<file path="src/rtl/uart_tx_fifo.sv">
// uart_tx_fifo: byte FIFO feeding an 8N1 UART transmitter on an idle-high line.
// Latency: a write into an empty FIFO with the transmitter idle drops txd 1 clk later; a frame is 10*CLKS_PER_BIT clks.
// Backpressure: full=1 while FIFO_DEPTH bytes are queued; writes presented while full are dropped.
module uart_tx_fifo #(
    parameter int CLKS_PER_BIT = 434,
    parameter int FIFO_DEPTH   = 4
) (
    input  logic                        clk,
    input  logic                        rst,
    input  logic [7:0]                  data_in,
    input  logic                        wr_en,
    output logic                        full,
    output logic [$clog2(FIFO_DEPTH):0] level,
    output logic                        busy,
    output logic                        txd
);
    localparam int          PTR_W     = $clog2(FIFO_DEPTH);
    localparam int          LVL_W     = PTR_W + 1;
    localparam logic [15:0] BAUD_LAST = 16'(CLKS_PER_BIT - 1);

    typedef enum logic [1:0] {IDLE, START, DATA, STOP} state_t;

    state_t           state_q, state_d;
    logic [7:0]       mem [FIFO_DEPTH];
    logic [PTR_W-1:0] wr_ptr, rd_ptr;
    logic [15:0]      baud_q, baud_d;
    logic [2:0]       bit_q, bit_d;
    logic [7:0]       shreg_q, shreg_d;
    logic             txd_d;
    logic             wr_acc;
    logic             pop;

    // full is derived from the registered occupancy, so a write on a full cycle is dropped
    // even if the transmitter pops in the same cycle
    assign full   = (level == LVL_W'(FIFO_DEPTH));
    assign wr_acc = wr_en && !full;
    assign busy   = (state_q != IDLE);

    // FIFO storage: no reset, occupancy bookkeeping alone decides what is valid
    always_ff @(posedge clk) begin
        if (wr_acc) begin
            mem[wr_ptr] <= data_in;
        end
    end

    // FIFO pointers and occupancy; simultaneous write and pop leaves level unchanged
    always_ff @(posedge clk or negedge rst) begin
        if (!rst) begin
            wr_ptr <= '0;
            rd_ptr <= '0;
            level  <= '0;
        end else begin
            if (wr_acc) begin
                wr_ptr <= wr_ptr + 1'b1;
            end
            if (pop) begin
                rd_ptr <= rd_ptr + 1'b1;
            end
            if (wr_acc && !pop) begin
                level <= level + 1'b1;
            end else if (!wr_acc && pop) begin
                level <= level - 1'b1;
            end
        end
    end

    // Transmitter state, baud/bit counters, frame byte and registered line output
    always_ff @(posedge clk or negedge rst) begin
        if (!rst) begin
            state_q <= IDLE;
            baud_q  <= '0;
            bit_q   <= '0;
            shreg_q <= '0;
            txd     <= 1'b1;
        end else begin
            state_q <= state_d;
            baud_q  <= baud_d;
            bit_q   <= bit_d;
            shreg_q <= shreg_d;
            txd     <= txd_d;
        end
    end

    // Next-state logic: txd_d is the line value for the cycle after this edge, so the
    // start bit appears on the same edge that pops the head byte
    always_comb begin
        state_d = state_q;
        baud_d  = baud_q;
        bit_d   = bit_q;
        shreg_d = shreg_q;
        txd_d   = txd;
        pop     = 1'b0;
        unique case (state_q)
            IDLE: begin
                baud_d = '0;
                bit_d  = '0;
                txd_d  = 1'b1;
                if (level != '0) begin
                    pop     = 1'b1;
                    shreg_d = mem[rd_ptr];
                    state_d = START;
                    txd_d   = 1'b0;
                end
            end
            START: begin
                if (baud_q == BAUD_LAST) begin
                    baud_d  = '0;
                    bit_d   = '0;
                    state_d = DATA;
                    txd_d   = shreg_q[0];
                end else begin
                    baud_d = baud_q + 16'd1;
                end
            end
            DATA: begin
                if (baud_q == BAUD_LAST) begin
                    baud_d = '0;
                    if (bit_q == 3'd7) begin
                        bit_d   = '0;
                        state_d = STOP;
                        txd_d   = 1'b1;
                    end else begin
                        bit_d = bit_q + 3'd1;
                        txd_d = shreg_q[bit_q + 3'd1];
                    end
                end else begin
                    baud_d = baud_q + 16'd1;
                end
            end
            STOP: begin
                if (baud_q == BAUD_LAST) begin
                    baud_d  = '0;
                    state_d = IDLE;
                    txd_d   = 1'b1;
                end else begin
                    baud_d = baud_q + 16'd1;
                end
            end
            default: begin
                state_d = IDLE;
                txd_d   = 1'b1;
            end
        endcase
    end
endmodule

</file>
<file path="config.mk">
export PLATFORM = sky130hd
export DESIGN_NAME = uart_tx_fifo
export DESIGN_NICKNAME = d
export VERILOG_FILES = /design/src/rtl/uart_tx_fifo.sv
export SDC_FILE = /design/constraint.sdc
export NUM_CORES = 1
export LEC_CHECK = 0
export CAP_MARGIN = 20
export CORE_MARGIN = 2
export CORE_UTILIZATION = 50
export DETAILED_ROUTE_END_ITERATION = 10
export PLACE_DENSITY = 0.78
export SLEW_MARGIN = 20
export SYNTH_ARGS = -nofsm -noshare
export SYNTH_HDL_FRONTEND = slang
export SYNTH_SLANG_ARGS = --single-unit
</file>
<file path="constraint.sdc">
create_clock -name clk -period 2.5 [get_ports clk]
set_input_delay 0.25 -clock clk [delete_from_list [all_inputs] [get_ports clk]]
set_output_delay 0.25 -clock clk [all_outputs]
set_load 0.01 [all_outputs]
</file>
==> flow_metrics.tcl, run 1 <==
set metrics [dict create \
    coreArea_sq_um 5990 \
    drc 0 \
    fin_nets 273 \
    critPathLaunchType "register" \
    portBuffers 16 \
    layout_commonest_cell "dfrtp_1" \
    cts_tree "yes" \
    placed_cells 311 \
    pre_cts_ws_ns 0.377 \
    totalWireLength_mm 4.98 \
    antenna_found_initial 0 \
    p_seq_share_pct 44.4 \
    clkSlewWorstSetupHoldPaths_ns 0.08 \
    cts-buffers-inserted 9 \
    synth_seq_cells 69 \
    hp-class "in2async" \
    period_needed_ns 2.15 \
    grt_pass1_wl_mm 8.54 \
    r2r_end "level[2]" \
    grt_pass1_vias 1749 \
    syn-cell-area_sq_um 3130 \
    whs_ns -0.00189 \
    worstMarginPinSlew_ns 0.809 \
    diodes 0 \
    syn_area_per_cell_sq_um 14.0 \
    setup_viol 0 \
    num_rows 28 \
    drtAntennaViolNets 0 \
    grt_overflow 0 \
    grt_max_degree 38 \
    rsz0062_at_grt "false" \
    cts_setup_buffers 0 \
    combinationalPowerShare_pct 33.4 \
    clock_skew_ns 0.0117 \
    grt.total_usage_pct 15.9 \
    htreeDepth 3 \
    wl_per_cell_um 15.2 \
    hold_buffers 0 \
    worstReg2RegStart "level[0]" \
    fmax_mhz 466 \
    power_mw 3.99 \
    num_vias 1778 \
    seq_area_frac_synth_pct 60.3 \
    dp_hpwl_mm 3.57 \
    power_switching_mw 1.29 \
    path_max_fanout 5 \
    cts_buffer_depth 2 \
    synth_cell_types 32 \
    finalHoldViolations 3 \
    power_frac_clock_pct 22.2 \
    stdcell_count 327 \
    outcome "complete, but fails checks" \
    timing.final.crit_share_pct 85.8 \
    p_leak_nw 1.38 \
    cts.sinks 69 \
    path_class "reg2reg" \
    gp_congestion 0.769 \
    synth_cells 224 \
    p_int_mw 2.70 \
    cp-end-kind "register" \
    critical_path_required_ns 2.77 \
    setup_tns_ns 0 \
    pin_count 17 \
    viasPerCell 5.44 \
    final_cell_mix "dfrtp_1 (36), edfxtp_1 (32), nor2_1 (16)" \
    area_delta_synth_final_pct 13.8 \
    p_per_area_nw_per_um2 1120 \
    drtPass1Iterations 4 \
    violations "hold timing" \
    p_sw_share_pct 32.3 \
    synth_nets 250 \
    max-slew-margin-rel_pct 46.1 \
    r2r_slack_ns 0.35 \
    ys_warn_count 0 \
    root_buffer "clkbuf_8" \
    initial_core_util_pct 52.3 \
    peakVddDrop_uv 708 \
    chipWidth_um 83.2 \
    drt_iter0_markers 87 \
    insertion_delay_ns 0.33 \
    setup_ws_ns 0.354 \
    cp.arrival_ns 2.41 \
    drive_above_1_share_pct 17.9 \
    r2r_cells 8 \
    slew_viol_final 0 \
    ctsResizeCount 0 \
    maxCapViolations 0 \
    fp.dieH_um 83.2 \
    die_area_sq_um 6920 \
]
-- registers in the layout, summed over array words and instances (netlist names) --
signal / flops
baud_q: 16
shreg_q: 8
bit_q: 3
rd_ptr: 2
mem: 32
txd: 1
level: 3
wr_ptr: 2
state_q: 2
-- cell families after synthesis --
family,count (synthesis),synth area share [%]
AO/OA/AOI/OAI,16,3.04
flip-flops,69,60.3
adder cells (fa/ha/maj),15,6.23
multiplexers,23,11.9
buffers and inverters,15,2.00
AND/OR/NAND/NOR,69,11.9
XOR/XNOR,17,4.75
-- area by class of cell --
type | instances | area [sq um]
fill | 471 | 2420
sequential | 69 | 1890
clock inverter | 7 | 73.8
timing repair buffer | 18 | 170
clock buffer | 9 | 124
multi-input combinational | 140 | 1180
inverter | 9 | 33.8
tap | 75 | 93.8
-- critical path: stages (launching register included) --
cell	delay [ns]
dfrtp_1	0.45
nor3_1	0.35
nand2b_1	0.22
ha_1	0.20
inv_1	0.06
fa_1	0.37
xor2_1	0.17
nor2_1	0.11
xor2_1	0.15
-- worst max-delay path by stage --
stage / to / cells past startpoint / from
floorplan: level[1] / 7 / level[0]
global placement: level[2] / 8 / level[0]
detailed placement: level[2] / 8 / level[0]
CTS: level[2] / 8 / level[0]
global route: level[2] / 8 / level[0]
finish: level[2] / 8 / level[0]
-- cell usage after synthesis --
library cell | count | area (sq um)
nand3_1 | 6 | 30.0
nand4_1 | 3 | 18.8
ha_1 | 14 | 175
or4_4 | 1 | 11.3
o21ai_0 | 5 | 25.0
nand2b_1 | 2 | 12.5
nand2_1 | 8 | 30.0
mux2_2 | 13 | 146
nand2_2 | 1 | 6.26
a21oi_1 | 6 | 30.0
nor3b_1 | 2 | 15.0
nor2b_1 | 5 | 31.3
xor2_1 | 4 | 35.0
and2_1 | 6 | 37.5
nor2_1 | 16 | 60.1
and4_1 | 3 | 26.3
a22o_1 | 1 | 8.76
xnor2_1 | 13 | 114
dfstp_2 | 1 | 26.3
edfxtp_1 | 32 | 961
fa_1 | 1 | 20.0
buf_2 | 2 | 10.0
inv_1 | 9 | 33.8
buf_4 | 1 | 7.51
a21oi_2 | 1 | 8.76
nor3_1 | 6 | 30.0
mux4_2 | 10 | 225
a211oi_1 | 3 | 22.5
dfrtp_1 | 36 | 901
clkbuf_1 | 3 | 11.3
or3_1 | 5 | 31.3
nor4_1 | 5 | 31.3
-- per-layer routing --
| metal | routed length [um] | share of wire, % | global-route usage [%] | vias to the layer above |
|---|---|---|---|---|
| li1 | - | - | - | 866 |
| met1 | 2390 | 48 | 22.0 | 877 |
| met2 | 2330 | 47 | 23.0 | 25 |
| met3 | 165 | 3.3 | 4.87 | 10 |
| met4 | 97 | 1.9 | 7.60 | 0 |
| met5 | 0 | 0 | 0 | - |
-- power groups by stage --
stage	clock, mW	combinational [mW]	sequential [mW]
floorplan	0	1.07	1.69
global placement	0	1.30	1.78
CTS	0.909	1.35	1.78
global route	0.963	1.47	1.82
detailed placement	0	1.35	1.80
finish	0.885	1.33	1.77
-- per-stage QoR --
step	hold slack [ns]	area [sq um]	utilization, %
final	-0.00189	3570	59.5
after global routing	0.0581	3570	59.5
after CTS	0.0168	3570	59.5
after detailed placement	0.393	3370	56.2
after global placement	0.389	3370	56.2
after floorplan	-0.0456	3130	-
Note: power is estimated with default switching activity, not from simulation.
==> run 2, diff against run 1 <==
--- a/config.mk
+++ b/config.mk
@@ -5,8 +5,7 @@
 export SDC_FILE = /design/constraint.sdc
 export NUM_CORES = 1
 export LEC_CHECK = 0
-export CAP_MARGIN = 20
-export CORE_MARGIN = 2
+export CORE_MARGIN = 10
 export CORE_UTILIZATION = 50
 export DETAILED_ROUTE_END_ITERATION = 10
 export PLACE_DENSITY = 0.78
==> flow_metrics.tcl, run 2 (synthesis results as in run 1) <==
set metrics [dict create \
    outcome "finished clean" \
    cp.arrival_ns 2.41 \
    htreeDepth 3 \
    root_buffer "clkbuf_8" \
    grtUsageMet3_pct 4.01 \
    critical_path_required_ns 2.76 \
    cts.sinks 69 \
    fillers 462 \
    power_mw 4.05 \
    path_class "reg2reg" \
    setup_viol 0 \
    reg.largest.list "mem (32), baud_q (16), shreg_q (8)" \
    fmax_mhz 465 \
    hp-class "in2async" \
    slew_viol_final 0 \
    viasPerCell 5.41 \
    clkSlewWorstSetupHoldPaths_ns 0.08 \
    use_met2_pct 16.5 \
    grt_pass1_wl_mm 9.02 \
    hold_buffers 0 \
    fin_area_sq_um 3570 \
    grt.total_usage_pct 11.4 \
    fp.dieH_um 99.2 \
    layout_commonest_cell "dfrtp_1" \
    totalWireLength_mm 5.24 \
    coreArea_sq_um 5990 \
    setup_tns_ns 0 \
    final_cell_mix "dfrtp_1 (36), edfxtp_1 (32), nor2_1 (16)" \
    grt_pass1_vias 1856 \
    p_sw_share_pct 33.0 \
    area_delta_synth_final_pct 14.0 \
    cts-buffers-inserted 9 \
    drc 0 \
    power_switching_mw 1.33 \
    rsz0062_at_grt "false" \
    drtAntennaViolNets 0 \
    regMostFlops "mem" \
    gp_congestion 0.768 \
    largest_reg_flops 32 \
    maxCapViolations 0 \
    critPathLaunchType "register" \
    grt_overflow 0 \
    path_max_fanout 5 \
    antenna_found_initial 0 \
    clock_skew_ns 0.00544 \
    dp_hpwl_mm 3.60 \
    period_needed_ns 2.15 \
    max-slew-margin-rel_pct 40.2 \
    peakVddDrop_uv 711 \
    portBuffers 16 \
    cts_buffer_depth 2 \
    cts_tree "yes" \
    grt_busiest_layer "met2" \
    grt_max_degree 38 \
    finish.utilization_pct 59.6 \
    num_vias 1768 \
    p_leak_nw 1.38 \
    initial_core_util_pct 52.3 \
    timing.final.crit_share_pct 86.0 \
    ctsResizeCount 0 \
    combinationalPowerShare_pct 33.4 \
    die_area_sq_um 9830 \
    drt_iter0_markers 86 \
    chipWidth_um 99.2 \
    insertion_delay_ns 0.34 \
    placed_cell_area_sq_um 3370 \
    p_seq_share_pct 43.8 \
    diodes 0 \
    p_int_mw 2.71 \
    fin_nets 273 \
    num_rows 28 \
    wl_per_cell_um 16.0 \
    worstMarginPinSlew_ns 0.898 \
    cts_setup_buffers 0 \
    drtPass1Iterations 4 \
    finalHoldViolations 0 \
    drive_above_1_share_pct 18.3 \
    pin_count 17 \
    grtUsageMet1_pct 15.0 \
    cp-end-kind "register" \
    power_frac_clock_pct 22.7 \
    p_per_area_nw_per_um2 1130 \
]
## run 2: cell count changes in the layout (fill, tap and decap cells not counted)
cell	delta
clkinv_1	-1
clkbuf_2	+1
inv_6	+2
buf_2	-1
clkinv_4	-1
## run 2: final cells by class
| class | count | area (sq um) | share of cell area [%] |
|---|---|---|---|
| sequential | 69 | 1890 | 52.9 |
| clock buffer | 9 | 124 | 3.47 |
| tap | 75 | 93.8 | 2.63 |
| inverter | 9 | 33.8 | 0.946 |
| timing repair buffer | 18 | 170 | 4.77 |
| multi-input combinational | 140 | 1180 | 33.1 |
| clock inverter | 7 | 78.8 | 2.21 |
## run 2: power by group through the flow
stage | Clock (mW) | Combinational [mW] | Sequential, mW
finish | 0.920 | 1.35 | 1.77
detailed placement | 0 | 1.35 | 1.80
global route | 1.00 | 1.51 | 1.83
floorplan | 0 | 1.07 | 1.69
global placement | 0 | 1.31 | 1.78
CTS | 0.941 | 1.37 | 1.78
## run 2: through the flow
stage | hold slack [ns] | setup WS (ns) | cells
detailed placement | 0.427 | 0.404 | 311
global placement | 0.419 | 0.537 | 311
global route | 0.0964 | 0.227 | 327
floorplan | -0.0456 | 0.316 | 224
finish | 0.0271 | 0.350 | 327
CTS | 0.0524 | 0.341 | 327
## run 2: layer usage
layer	vias to the layer above	wire (um)
met5	-	0
met2	29	2400
met1	864	2550
li1	865	-
met3	10	221
met4	0	70
## run 2: path summary, 6_finish.rpt
check | from | endpoint | slack (ns) | cells after the start
setup / recovery | level[0] | level[2] | 0.35 | 8
hold / removal | rst | wr_ptr[0] | 0.03 | 1
setup reg to reg | level[0] | level[2] | 0.35 | 8
hold reg to reg | shreg_q[7] | shreg_q[7] | 0.51 | 1
max in group asynchronous | rst | baud_q[11] | 1.91 | 1
min in group clk | shreg_q[7] | shreg_q[7] | 0.51 | 1
## run 2: critical path, cell delays in order, from the launching register on
cell and delay, ns:
dfrtp_1 0.45, nor3_1 0.31, nand2b_1 0.20, ha_1 0.20
inv_1 0.06, fa_1 0.38, xor2_1 0.17, nor2_1 0.13
xor2_1 0.17
==> run 3, diff against run 2 <==
--- a/config.mk
+++ b/config.mk
@@ -8,7 +8,7 @@
 export CORE_MARGIN = 10
 export CORE_UTILIZATION = 50
 export DETAILED_ROUTE_END_ITERATION = 10
-export PLACE_DENSITY = 0.78
+export PLACE_DENSITY = 0.65
 export SLEW_MARGIN = 20
 export SYNTH_ARGS = -nofsm -noshare
 export SYNTH_HDL_FRONTEND = slang
==> flow_metrics.tcl, run 3 (synthesis results as in run 1) <==
set metrics [dict create \
    fmax_mhz 445 \
    startpoint "level[0]" \
    cts.sinks 69 \
    fin_nets 273 \
    hold_buffers 0 \
    grt_pass1_vias 1843 \
    period_needed_ns 2.25 \
    cp-end-kind "register" \
    grt_overflow 0 \
    power_switching_mw 1.29 \
    root_buffer "clkbuf_8" \
    grt_max_degree 38 \
    maxCapViolations 0 \
    fp.dieH_um 99.2 \
    peakVddDrop_uv 696 \
    drtPass1Iterations 4 \
    path_class "reg2reg" \
    r2r_slack_ns 0.25 \
    clock_skew_ns 0.00839 \
    layout_commonest_cell "dfrtp_1" \
    critical_path_required_ns 2.77 \
    slew_viol_final 0 \
    diodes 0 \
    worstSetupEndpoint "level[2]" \
    antenna_found_initial 0 \
    power_mw 3.98 \
    fin_area_sq_um 3560 \
    ctsResizeCount 0 \
    combinationalPowerShare_pct 33.5 \
    p_int_mw 2.69 \
    pin_count 17 \
    setup_tns_ns 0 \
    drive_above_1_share_pct 17.9 \
    timing.final.crit_share_pct 89.9 \
    wl_per_cell_um 16.2 \
    portBuffers 16 \
    worstMarginPinSlew_ns 0.838 \
    htreeDepth 3 \
    finalHoldViolations 0 \
    cts_tree "yes" \
    die_area_sq_um 9830 \
    max-slew-margin-rel_pct 44.1 \
    cp.arrival_ns 2.52 \
    outcome "finished clean" \
    grt_pass1_wl_mm 9.03 \
    placed_cell_area_sq_um 3370 \
    cts_setup_buffers 0 \
    stdcell_count 327 \
    grt.total_usage_pct 11.6 \
    regMostFlops "mem" \
    setup_viol 0 \
    totalWireLength_mm 5.28 \
    path_max_fanout 5 \
    worstReg2RegStart "level[0]" \
    r2r_end "level[2]" \
    chipWidth_um 99.2 \
    cts_buffer_depth 2 \
    placed_cells 311 \
    drc 0 \
    power_frac_clock_pct 22.2 \
    initial_core_util_pct 52.3 \
    cts-buffers-inserted 9 \
    p_per_area_nw_per_um2 1120 \
    fillers 481 \
    viasPerCell 5.43 \
    drtAntennaViolNets 0 \
    p_sw_share_pct 32.4 \
    reg.largest.list "mem (32), baud_q (16), shreg_q (8)" \
    dp_hpwl_mm 3.78 \
    critPathLaunchType "register" \
    drt_iter0_markers 65 \
    r2r_cells 8 \
    insertion_delay_ns 0.35 \
    clkSlewWorstSetupHoldPaths_ns 0.08 \
    p_seq_share_pct 44.3 \
    num_rows 28 \
    hp-class "in2async" \
    rsz0062_at_grt "false" \
    p_leak_nw 1.38 \
    gp_congestion 0.791 \
    coreArea_sq_um 5990 \
    area_delta_synth_final_pct 13.6 \
    final_cell_mix "dfrtp_1 (36), edfxtp_1 (32), nor2_1 (16)" \
    num_vias 1774 \
    largest_reg_flops 32 \
]
[run 3: changes by cell type in the layout (fill, tap and decap cells not counted), sizes merged]
| cell | previous run | this run |
|---|---|---|
| clkinv | 0 | 3 |
| inv | 12 | 9 |
| buf | 2 | 3 |
| clkbuf | 10 | 9 |
[run 3: how the worst min path moves through the flow]
stage	start	endpoint	slack, ns	depth (start not counted)
global route	rst	baud_q[11]	0.06	1
detailed placement	rst	baud_q[10]	0.40	1
CTS	rst	baud_q[10]	0.02	1
finish	rst	baud_q[3]	0.00006	1
floorplan	rst	baud_q[0]	-0.05	0
global placement	rst	baud_q[10]	0.40	1
[run 3: layout make-up]
cell class | instances | area, sq um | area share, %
clock buffer | 9 | 124 | 3.48
tap | 75 | 93.8 | 2.64
sequential | 69 | 1890 | 53.1
inverter | 9 | 33.8 | 0.949
multi-input combinational | 140 | 1180 | 33.2
timing repair buffer | 18 | 170 | 4.78
clock inverter | 7 | 66.3 | 1.86
[run 3: critical path, stage by stage (launching register included)]
cell and delay [ns]:
dfrtp_1 0.45, nor3_1 0.41, nand2b_1 0.23, ha_1 0.20, inv_1 0.06, fa_1 0.39
xor2_1 0.17, nor2_1 0.11, xor2_1 0.15
[run 3: per-stage QoR]
stage	utilization [%]	hold slack, ns	setup WS, ns
after floorplan	-	-0.0456	0.316
after global routing	59.4	0.0638	0.0583
after CTS	59.4	0.0210	0.191
final	59.4	0.0000649	0.252
after detailed placement	56.2	0.399	0.229
after global placement	56.2	0.396	0.285
[run 3: metal layers]
| metal | wire length [um] | GRT usage [%] | vias to the layer above |
|---|---|---|---|
| met5 | 0 | 0 | - |
| met1 | 2450 | 14.4 | 878 |
| met4 | 105 | 7.06 | 0 |
| met3 | 206 | 3.11 | 8 |
| met2 | 2530 | 17.6 | 21 |
| li1 | - | - | 867 |
[run 3: power groups by stage]
stage | Clock (mW) | Combinational [mW] | Sequential, mW
5_1_grt | 0.957 | 1.50 | 1.82
3_3_place_gp | 0 | 1.32 | 1.79
3_5_place_dp | 0 | 1.35 | 1.80
6_report | 0.884 | 1.33 | 1.77
4_1_cts | 0.910 | 1.36 | 1.78
2_1_floorplan | 0 | 1.07 | 1.69
==> edit 1 (flow settings as in run 3) <==
The parameter `FIFO_DEPTH` goes from 4 to 8.
--- a/src/rtl/uart_tx_fifo.sv
+++ b/src/rtl/uart_tx_fifo.sv
@@ -3,7 +3,7 @@
 // Backpressure: full=1 while FIFO_DEPTH bytes are queued; writes presented while full are dropped.
 module uart_tx_fifo #(
     parameter int CLKS_PER_BIT = 434,
-    parameter int FIFO_DEPTH   = 4
+    parameter int FIFO_DEPTH   = 8
 ) (
     input  logic                        clk,
     input  logic                        rst,
Ports: changed (resized level); port bits go from 17 to 18. The function was not compared with the original's and may differ.
==> edit 1 against run 3 <==
- total power grew 42%
- first-iteration DRC count grew 40%
- critical path depth grew 2
- count of clock-buffer cells in the layout is the same
- hold slack lost 0.015 ns
- wire length grew 46%
- design area grew 43%
- sequential cell count grew 35
- non-clock buffer count grew 14
- the run now ends with hold timing left
- setup slack lost 0.070 ns
- synthesized area grew 43%
- critical path type unchanged
==> edit 1: results (changes against run 3) <==
• number of library cell types mapped by synthesis: 41, +28%
• largest registers: mem (64), baud_q (16), shreg_q (8)
• critical path arrival: 2.58 ns, +0.06 ns
• GR Util All Layers: 0.124, +0.00887
• sequential cells: 104, +51%
• Commonest cells post-synth: sky130_fd_sc_hd__edfxtp_1 (64), sky130_fd_sc_hd__dfrtp_1 (39), sky130_fd_sc_hd__nor2_1 (28)
• peak supply drop: 0.401 mV, -42%
• fraction of synthesis flops using an asynchronous set or reset pin: 0.385, -0.152
• terminus of the critical flop-to-flop path: level[3]$_DFFE_PN0P_
• syn nets: 322, +29%
• CP max stage delay: 0.50 ns, +0.05 ns
• failing checks: hold timing
• adder and majority gate portion of the synthesized area: 0.0434, -0.0189
• wire length of the first global-routing pass: 12.7 mm, +41%
• area of the die: 13200 µm², +34%
• most frequently used flop master after synthesis: sky130_fd_sc_hd__edfxtp_1
• Buffers excl. clock: 32, +14
• worst clock skew on the final layout: 0.0136 ns, +0.00518 ns
• transition time of the tightest slew-check pin: 0.897 ns, +0.0590 ns
• share of synthesized area spent on multiplexers: 0.119, +0.000855
• fraction of standard cell area in multi-input logic: 0.298, -0.0346
• number of cells traversed by the worst register-to-register path: 10, +2
• dpl ws: 0.206 ns, -0.0229 ns
• GR met2 Demand/Resource: 0.206, +0.0303
• Clk Latency, worst-skew pair: 0.37 ns, +0.02 ns
• post-placement cell area: 4880 µm², +45%
• total routed wire length on the met1 layer: 3.56 mm, +45%
• final core utilization: 0.584, -0.0103
• total wire length: 7.72 mm, +46%
• critical path endpoint: level[3]$_DFFE_PN0P_
• final hold slack: -0.0149 ns, -0.0150 ns
• biggest area contributors in the synthesized netlist: sky130_fd_sc_hd__edfxtp_1 (43%), sky130_fd_sc_hd__dfrtp_1 (22%), sky130_fd_sc_hd__mux4_2 (8.0%)
• Post-DP HPWL: 5.05 mm, +34%
• internal power summed over all cells: 0.00373 W, +38%
• share of cell area taken by flip-flops and latches: 0.574, +0.0439
• outcome: complete, but fails checks
• portion of the layout cell area used by clock cells: 0.0408, -0.0126
• maximum number of pins on one net before global-route repair: 41, +7.9%
• number of filler instances in the final layout: 677, +41%
• leakage power total: 1.93 nW, +40%
• final count of hold timing violations: 21, +21
• drt first-iter violations: 91, +40%
edit 1: per-stage QoR:
step	instances	hold WS, ns
finish	441	-0.0149
global route	441	0.0591
CTS	441	0.0273
detailed placement	425	0.446
global placement	425	0.429
floorplan	296	-0.0456
edit 1: kinds of logic (layout without fill, tap and decap cells):
logic type,Yosys count,after routing
fa+ha+maj,15,15
mux,33,33
compound gates,21,21
flops,104,104
simple gates,82,82
buf+inv,19,56
xor+xnor,22,22
edit 1: power by group through the flow:
stage | Sequential, W | Clock, W | Combinational [W]
6_report | 0.00255 | 0.00111 | 0.00199
5_1_grt | 0.00260 | 0.00120 | 0.00222
4_1_cts | 0.00255 | 0.00114 | 0.00203
3_5_place_dp | 0.00259 | 0 | 0.00201
3_3_place_gp | 0.00258 | 0 | 0.00198
2_1_floorplan | 0.00247 | 0 | 0.00151
==> edit 2 (flow settings as in run 3) <==
Made on the original files. Register the output `level` once more, without a reset; this adds one clock of latency there. The other outputs are not delayed to match.
--- a/src/rtl/uart_tx_fifo.sv
+++ b/src/rtl/uart_tx_fifo.sv
@@ -20,6 +20,8 @@
 
     typedef enum logic [1:0] {IDLE, START, DATA, STOP} state_t;
 
+    logic [$clog2(FIFO_DEPTH):0] level_s0;
+
     state_t           state_q, state_d;
     logic [7:0]       mem [FIFO_DEPTH];
     logic [PTR_W-1:0] wr_ptr, rd_ptr;
@@ -32,7 +34,7 @@
 
     // full is derived from the registered occupancy, so a write on a full cycle is dropped
     // even if the transmitter pops in the same cycle
-    assign full   = (level == LVL_W'(FIFO_DEPTH));
+    assign full   = (level_s0 == LVL_W'(FIFO_DEPTH));
     assign wr_acc = wr_en && !full;
     assign busy   = (state_q != IDLE);
 
@@ -48,7 +50,7 @@
         if (!rst) begin
             wr_ptr <= '0;
             rd_ptr <= '0;
-            level  <= '0;
+            level_s0 <= '0;
         end else begin
             if (wr_acc) begin
                 wr_ptr <= wr_ptr + 1'b1;
@@ -57,9 +59,9 @@
                 rd_ptr <= rd_ptr + 1'b1;
             end
             if (wr_acc && !pop) begin
-                level <= level + 1'b1;
+                level_s0 <= level_s0 + 1'b1;
             end else if (!wr_acc && pop) begin
-                level <= level - 1'b1;
+                level_s0 <= level_s0 - 1'b1;
             end
         end
     end
@@ -95,7 +97,7 @@
                 baud_d = '0;
                 bit_d  = '0;
                 txd_d  = 1'b1;
-                if (level != '0) begin
+                if (level_s0 != '0) begin
                     pop     = 1'b1;
                     shreg_d = mem[rd_ptr];
                     state_d = START;
@@ -142,5 +144,9 @@
             end
         endcase
     end
+    always_ff @(posedge clk) begin
+        level <= level_s0;
+    end
+
 endmodule
 
Check against the original RTL: not equivalent (Yosys sat finds a counterexample within 4 cycles, from zero or initial values and one cycle with rst low).
==> edit 2 against run 3 <==
- sequential cell count up 3
- design area grew 1.5%
- largest cell class unchanged
- synthesized area increased by 0.48%
- wire length shrank 6.5%
- setup slack improved by 0.12 ns
- critical endpoint is now level_s0[1]$_DFFE_PN0P_
- total power up 3.8%
- critical path type unchanged
- clock power grew 12%
- sequential share of layout area rose by 0.89 points
- highest routed layer unchanged
- die area rose by 0.37%
- count of clock-buffer cells in the layout rose by 1
==> edit 2: results (changes against run 3) <==
• outcome: finished clean
• Non-Clock Buffer Area Fraction: 0.0492, +0.00138
• critical path arrival: 2.35 ns, -0.17 ns
• biggest area contributors in the synthesized netlist: sky130_fd_sc_hd__edfxtp_1 (31%), sky130_fd_sc_hd__dfrtp_1 (29%), sky130_fd_sc_hd__mux4_2 (5.7%)
• fraction of standard cell area in multi-input logic: 0.313, -0.0197
• CP max stage delay: 0.42 ns, -0.03 ns
• syn nets: 248, -0.80%
• Pre-antenna DRT Iters: 4, unchanged
• via count of the first global-routing pass: 1793, -2.7%
• number of cells traversed by the worst register-to-register path: 9, +1
• post-synthesis sequential area ratio: 0.619, +0.0162
• count of clock buffers in the final design: 10, +1
• HP Class: input pin to async pin
• Total Nets Final: 271, -0.73%
• Commonest cells post-synth: sky130_fd_sc_hd__dfrtp_1 (36), sky130_fd_sc_hd__edfxtp_1 (32), sky130_fd_sc_hd__nor2_1 (20)
• number of buffers inserted by port buffering: 16, unchanged
• number of library cell types mapped by synthesis: 40, +25%
• xor/xnor share of the synthesized area: 0.0529, +0.00534
• adder and majority gate portion of the synthesized area: 0.0620, -0.000297
• portion of the layout cell area used by clock cells: 0.0613, +0.00788
• net switching power: 0.00128 W, -0.69%
• peak supply drop: 0.807 mV, +16%
• number of vias per cell after detailed routing: 5.28, -2.6%
• number of placed instances with taps included: 309, -0.64%
• fraction of synthesis flops using an asynchronous set or reset pin: 0.514, -0.0223
• Post-DP HPWL: 3.49 mm, -7.5%
• number of filler instances in the final layout: 510, +6.0%
• total wire length: 4.94 mm, -6.5%
• critical path endpoint: level_s0[1]$_DFFE_PN0P_
• wire length of the first global-routing pass: 8.62 mm, -4.6%
• compound-gate portion of the synthesized area: 0.0362, +0.00582
• flop-to-flop setup slack: 0.38 ns, +0.12 ns
• largest fanout of any net on the critical path: 4, -1
• clock buffer count from CTS: 9, unchanged
• share of synthesized area spent on multiplexers: 0.109, -0.00931
• share of cell area taken by flip-flops and latches: 0.540, +0.00891
• Non-clk invs: 11, +2
• Final Wtd Congestion: 0.724, -8.5%
• Multi-input comb cells: 132, -5.7%
• CTS clock-pin slew for the worst setup and hold paths: 0.07 ns
• leakage power total: 1.42 nW, +3.4%
• Post-Syn Instances: 222, -0.89%
• crit path launch: state_q[0]$_DFFE_PN0P_
• number of standard cells in the final layout excluding fillers: 325, -0.61%
• drt first-iter violations: 35, -46%
• flip-flop and latch count after synthesis: 72, +4.3%
• share of post-route cells with drive strength above 1: 0.168, -0.0106
• Buffers excl. clock: 19, +1
• GR Util All Layers: 0.108, -0.00783
• worst clock skew on the final layout: 0.00913 ns, +0.000738 ns
• slew margin rel.: 0.456, +0.0147
## edit 2: cell types whose count changed after synthesis, moves of 3 or more
cell and delta:
sky130_fd_sc_hd__a211oi_1 -3, sky130_fd_sc_hd__a21oi_1 -5, sky130_fd_sc_hd__dfxtp_1 +3, sky130_fd_sc_hd__mux2i_1 +4, sky130_fd_sc_hd__nor2_1 +4, sky130_fd_sc_hd__nor3_1 -3
sky130_fd_sc_hd__or3_1 -4, sky130_fd_sc_hd__xor2_1 +4
## edit 2: stage by stage
step / area, µm² / setup slack [ns] / hold WS, ns
floorplan: 3150 / 0.0780 / -0.0456
global placement: 3390 / 0.399 / 0.409
detailed placement: 3390 / 0.386 / 0.409
CTS: 3610 / 0.370 / 0.0351
global route: 3610 / 0.168 / 0.0699
finish: 3610 / 0.375 / 0.000940
## edit 2: per-layer routing
layer	GRT usage	vias up	share of wire
met1	0.134	838	0.46
met2	0.167	26	0.49
li1	-	846	-
met3	0.0367	7	0.038
met4	0.0463	0	0.013
met5	0	-	0
## edit 2: worst max-delay path, delay by kind of cell, from the launching register on
kind          cells  cell delay (ns)
fa+ha+maj         3             0.86
mux               1             0.26
flops             1             0.42
buf+inv           4             0.35
simple gates      1             0.14
## edit 2: power by group through the flow
stage / Sequential, W / Clock, W / Combinational [W]
2_1_floorplan: 0.00176 / 0 / 0.00105
3_3_place_gp: 0.00188 / 0 / 0.00128
3_5_place_dp: 0.00189 / 0 / 0.00131
4_1_cts: 0.00186 / 0.00103 / 0.00132
5_1_grt: 0.00190 / 0.00107 / 0.00147
6_report: 0.00185 / 0.000988 / 0.00130
